File: src/rtl/crc_write_framer.sv
// Write-data framer: groups 8 accepted two-UI words into a burst and, when write CRC
// is enabled, appends the generator's CRC word. The output stream is registered once.
module crc_write_framer #(
  parameter int N = 16
) (
  input  logic           i_clk,
  input  logic           i_reset,
  input  logic           i_crc_mode,
  input  logic           i_wr_valid,
  output logic           o_wr_ready,
  input  logic [2*N-1:0] i_wr_data,
  output logic           o_crc_en,
  output logic [2*N-1:0] o_crc_in_data,
  input  logic [2*N-1:0] i_crc_code,
  output logic           o_dq_valid,
  output logic [2*N-1:0] o_dq_data,
  output logic           o_dq_is_crc,
  output logic           o_burst_done
);

  localparam int W = 2 * N;

  localparam logic [1:0] IDLE = 2'd0;
  localparam logic [1:0] DATA = 2'd1;
  localparam logic [1:0] CRC  = 2'd2;

  logic [1:0]   state_q, state_d;
  logic [2:0]   cnt_q, cnt_d;
  logic         mode_q, mode_d;
  logic         dq_valid_q, dq_valid_d;
  logic [W-1:0] dq_data_q, dq_data_d;
  logic         dq_is_crc_q, dq_is_crc_d;
  logic         burst_done_q, burst_done_d;
  logic         accept;

  // Gating with i_reset keeps the framer from accepting or pulsing the generator in reset.
  assign o_wr_ready    = i_reset & (state_q != CRC);
  assign accept        = i_wr_valid & o_wr_ready;
  assign o_crc_en      = i_reset & (accept | (state_q == CRC));
  assign o_crc_in_data = i_wr_data;

  assign o_dq_valid   = dq_valid_q;
  assign o_dq_data    = dq_data_q;
  assign o_dq_is_crc  = dq_is_crc_q;
  assign o_burst_done = burst_done_q;

  always_comb begin
    // NOTE: every signal gets a default before the case so no path leaves one unassigned (no latches).
    state_d      = state_q;
    cnt_d        = cnt_q;
    mode_d       = mode_q;
    dq_valid_d   = 1'b0;
    dq_data_d    = dq_data_q;
    dq_is_crc_d  = 1'b0;
    burst_done_d = 1'b0;

    case (state_q)
      IDLE: begin
        if (accept) begin
          mode_d  = i_crc_mode;
          cnt_d   = 3'd1;
          state_d = DATA;
        end
      end
      DATA: begin
        if (accept) begin
          if (cnt_q == 3'd7) begin
            cnt_d        = 3'd0;
            state_d      = mode_q ? CRC : IDLE;
            burst_done_d = ~mode_q;
          end else begin
            cnt_d = cnt_q + 3'd1;
          end
        end
      end
      CRC: begin
        state_d      = IDLE;
        dq_valid_d   = 1'b1;
        dq_data_d    = i_crc_code;
        dq_is_crc_d  = 1'b1;
        burst_done_d = 1'b1;
      end
      default: state_d = IDLE;
    endcase

    if (accept) begin
      dq_valid_d = 1'b1;
      dq_data_d  = i_wr_data;
    end
  end

  always_ff @(posedge i_clk) begin
    // NOTE: non-blocking assignments so every register samples pre-edge values.
    if (!i_reset) begin
      state_q      <= IDLE;
      cnt_q        <= 3'd0;
      mode_q       <= 1'b0;
      dq_valid_q   <= 1'b0;
      dq_data_q    <= '0;
      dq_is_crc_q  <= 1'b0;
      burst_done_q <= 1'b0;
    end else begin
      state_q      <= state_d;
      cnt_q        <= cnt_d;
      mode_q       <= mode_d;
      dq_valid_q   <= dq_valid_d;
      dq_data_q    <= dq_data_d;
      dq_is_crc_q  <= dq_is_crc_d;
      burst_done_q <= burst_done_d;
    end
  end

endmodule

File: config.mk
export PLATFORM = sky130hd
export DESIGN_NAME = crc_write_framer
export DESIGN_NICKNAME = d
export VERILOG_FILES = /design/src/rtl/crc_write_framer.sv
export SDC_FILE = /design/constraint.sdc
export NUM_CORES = 1
export LEC_CHECK = 0
export ABC_AREA = 0
export BUFFER_PORTS_ARGS = -buffer_cell sky130_fd_sc_hd__clkbuf_2
export CAP_MARGIN = 30
export CORE_MARGIN = 8
export CORE_UTILIZATION = 42
export CTS_CLUSTER_SIZE = 20
export DETAILED_ROUTE_END_ITERATION = 16
export MAX_ROUTING_LAYER = met4
export PLACE_DENSITY = 0.79
export SLEW_MARGIN = 20
export SYNTH_ARGS = -nofsm -noshare
export SYNTH_HDL_FRONTEND = slang
export SYNTH_SLANG_ARGS = --single-unit
export TNS_END_PERCENT = 5
File: constraint.sdc
create_clock -name i_clk -period 1.9 [get_ports i_clk]
set_input_delay 0.57 -clock i_clk [delete_from_list [all_inputs] [get_ports i_clk]]
set_output_delay 0.57 -clock i_clk [all_outputs]
set_load 0.05 [all_outputs]
* Yosys cells after proc, flatten, opt, wreduce, memory -nomap -nowiden
Index checks and enable logic that the tools add are counted.
Word-level totals: ROM bits 0, output and inout port bits 69, logic and storage cells 42, latch bits 0, memories 0, input port bits 68, bits in registers 41, bits in writable memories 0
Cells by class: shift-type cells 0, equality and inequality tests 7, reductions and logical operators 6, $lt $le $gt $ge 0, div/mod/pow operators 0, muxes and demuxes 16, multipliers 0, add/subtract/negate cells 1, bitwise gates (word level) 5
Operators with widths (count):
- $mux 32 | 2
- $mux 3 | 3
- $mux 2 | 4
- $ne 2x2->1 const B | 4
- $pmux 3 s2 | 1
- $reduce_and 3->1 | 2
- $mux 1 | 4
- $pmux 2 s2 | 1
- $reduce_bool 2->1 | 2
- $add 3x1->3 const B | 1
- $and 1x1->1 | 3
- $eq 3x3->1 const B | 1
- $eq 2x1->1 const B | 1
- $eq 2x2->1 const B | 1
- $logic_not 2->1 | 1
- $pmux 1 s2 | 1
- $reduce_and 2->1 | 1
- $not 1->1 | 1
- $or 1x1->1 | 1

* Depth between registers and ports, before layout
depth after elaboration 5, mapped depth 7, mapped depth without buffers 5

* Worst setup path after synthesis
OpenSTA, ideal clock, no wires.
path type input to output, start point input i_reset, end point output o_wr_ready, arrival 1.694 ns, buffers on the path 2, path slack -0.364 ns, cell stages on the path 3, data required time 1.330 ns, cell sequence buf_2 -> clkbuf_1 -> nor2b_1
Between the ends: word-level cells in the longest chain between the ends 1
RTL lines:
- start: declaration | RTL line 7 | input logic i_reset,
- $and 1x1->1 | RTL line 37 | assign o_wr_ready = i_reset & (state_q != CRC);
- end: declaration | RTL line 10 | output logic o_wr_ready,
Every way passes these cells.

* Final worst setup path
start point register state_q[0], end point output o_crc_en
Between the ends: word-level cells in the longest chain between the ends 5, elaborated cells between the ends (all ways) 6
RTL lines:
- start: declaration | RTL line 27 | logic [1:0] state_q, state_d;
- start signal: assignment | RTL line 103 | state_q <= state_d;
- $ne 2x2->1 | RTL line 37
- $and 1x1->1 | RTL line 37
- $and 1x1->1 | RTL line 38 | assign accept = i_wr_valid & o_wr_ready;
- $or 1x1->1 * | RTL line 39 | assign o_crc_en = i_reset & (accept | (state_q == CRC));
- $and 1x1->1 * | RTL line 39
- end: declaration | RTL line 12 | output logic o_crc_en,
Every way passes the cells marked *; elsewhere a longest branch is shown, timed or not.

==> flow_summary.yaml <==
floorplanning:
  core_area_mm2: 0.00511
  die_h_um: 88.8
  die-area_mm2: 0.00788
  initial_core_util_pct: 43.6
  rows: 26
  io-pin-count: 137
  die_w_um: 88.8
power_and_ir_drop:
  seqPwrFrac_pct: 45.2
  clkPwrFrac_pct: 25.4
  swShare_pct: 34.7
  p_leak_nw: 1.45
  power_per_cell_area_mw_per_mm2: 735
  combPwrFrac_pct: 29.3
  p_switching_uw: 717
  irDropWorstVdd_v: 0.000274
  intPower_mw: 1.35
drt:
  drc: 0
  dr.first_iter.drc_count: 103
  highest_layer: "met4"
  ant_nets: 0
  vias: 1961
  dr_wl_met2_um: 2580
  route.met3.wl_um: 679
  viasPerCell: 4.61
  routed_wl_um: 5610
  dr.pass1.iters: 4
  routedWlPerCell_um: 13.2
  met1_length_um: 2290
clock_network:
  cts.path.max_buffers: 2
  clkLatencyLatePin_ns: 0.28
  cts_tree: "done"
  clk_pin_slew_ns: 0.07
  cts_buffers: 5
  cts-root-buf: "clkbuf_8"
  htree_levels: 2
  cts-hold-fix-buffers: 0
  cts_resized: 3
  cts.sinks: 41
  postCtsSetupBuffers: 0
timing:
  tns_ns: 0
  worstMarginPinSlew_ns: 0.374
  fin_hold_ws_ns: 0.502
  min_period_ns: 1.81
  setup_viol: 0
  timing.final.hold_violations: 0
  maxSlewViolCount: 0
  rsz0062_at_grt: "false"
  slew_headroom_pct: 75.0
  max_freq_ghz: 0.552
  skew_ns: 0.00263
  timing.final.crit_share_pct: 95.3
global_route:
  grt_pass1_wl_um: 8460
  grt_antenna_before_repair: 0
  grt.total_usage_pct: 13.9
  first_global_vias: 1947
  grt_overflow: 0
  grt_max_degree: 42
final_layout:
  multiInputGateArea_mm2: 0.00107
  regArea_um2: 822
  nets: 427
  diodes: 0
  fillCellCount: 489
  drive_gt1_share_pct: 43.7
  syn_to_final_growth_pct: 26.3
outcome:
  outcome: "finished, final reports clean"
synth:
  syn_inst: 254
  synth.area.top_cells: "dfxtp_1 37%, mux2i_1 14%, buf_4 11%, and2_1 9.3%, o21ai_1 7.2%"
  synth_edf_count: 0
  ys_ff_latch: 41
  synth_top_area_share_pct: 36.9
  synth_area_mm2: 0.00222
  synth_cell_type_count: 28
  synthArstFlopShare_pct: 0
  synth_nets: 327
  yosysWarnings: 0
  ys.flop_type: "dfxtp_1"
  seq_area_frac_synth_pct: 36.9
  synth_top_area_cell: "dfxtp_1"
  avgSynthCellArea_um2: 8.76
placement:
  portBuffers: 136
  gp_congestion: 0.766
  place_hpwl_um: 4580
critical_path:
  required_ns: 1.33
  startpoint_type: "flop"
  setup.worst_path.class: "reg -> out"
  crit_path_max_fanout: 5
  crit_path_end_kind: "primary output"
  critical_path_arrival_ns: 1.24
hold_path:
  hold_path_class: "reg -> reg"
flow_run:
  drv_cap: 0
-- registers in the layout, summed over array words and instances (netlist names) --
name / cells
o_dq_data: 32
cnt_q: 3
state_q: 2
mode_q: 1
o_burst_done: 1
o_dq_is_crc: 1
o_dq_valid: 1
-- kinds of logic after synthesis --
family          count (synthesis)  share of synthesized area (%)
mux                            32                           14.4
buf+inv                        53                           16.0
compound gates                 44                           11.2
fa+ha+maj                       5                           2.81
simple gates                   79                           18.7
flops                          41                           36.9
-- path summary, 6_finish.rpt --
check                  start            to  slack, ns  depth (start not counted)
setup reg to reg  state_q[1]  o_burst_done       0.29                          5
hold reg to reg     cnt_q[1]      cnt_q[1]       0.50                          1
hold / removal      cnt_q[1]      cnt_q[1]       0.50                          1
setup / recovery  state_q[0]      o_crc_en       0.09                          4
-- critical path, cell delays in order, from the launching register on --
cell     delay, ns
dfxtp_2       0.35
inv_2         0.06
ha_4          0.18
o21a_1        0.21
buf_8         0.16
-- cells in the final DEF (no fill, tap or decap), types with 3 or more instances in the layout --
cell type,n
nand2_1,35
and2_1,33
mux2i_1,32
buf_4,6
clkbuf_2,135
ha_1,4
clkbuf_8,5
a21oi_1,3
dfxtp_1,40
o21ai_1,32
inv_1,3
-- Yosys cell counts, types with 2 or more instances --
cell type	number
a21oi_1	3
a32o_1	2
and2_1	33
buf_2	3
buf_4	33
buf_6	4
clkbuf_1	9
dfxtp_1	41
ha_1	5
inv_1	4
mux2i_1	32
nand2_1	35
nand3_1	2
nand4b_1	2
o21a_1	2
o21ai_1	32
-- layer usage --
metal | global-route usage, % | vias to the layer above
met1 | 14.1 | 842
met2 | 24.3 | 98
li1 | - | 1017
met5 | - | -
met3 | 4.64 | 4
met4 | 4.61 | 0
-- cell type report --
class                   count  share of cell area [%]
multi-input cells         160                    38.0
flip-flops and latches     41                    29.3
repair buffers            142                    26.2
well taps                  70                    3.12
clock buffers               6                    2.58
inverters                   4                   0.534
clock inverters             2                   0.356
-- stage by stage --
step                setup slack (ns)  cell area (um2)  cells  power, mW  util (%)
floorplan                     -0.108             2230    254       1.43         -
global placement               0.212             2710    417       1.55      53.0
detailed placement             0.191             2710    417       1.56      53.0
CTS                          0.00865             2800    425       2.10      54.8
global route                  0.0238             2810    425       2.17      55.0
finish                        0.0900             2810    425       2.07      55.0
-- power by group through the flow --
stage	registers, mW	clock network, mW	logic, mW
after floorplan	1.09	0	0.339
after global placement	0.952	0	0.601
after global routing	0.940	0.585	0.645
final	0.934	0.525	0.606
after detailed placement	0.953	0	0.610
after CTS	0.934	0.550	0.612
Power figures use the tool's default switching activity.
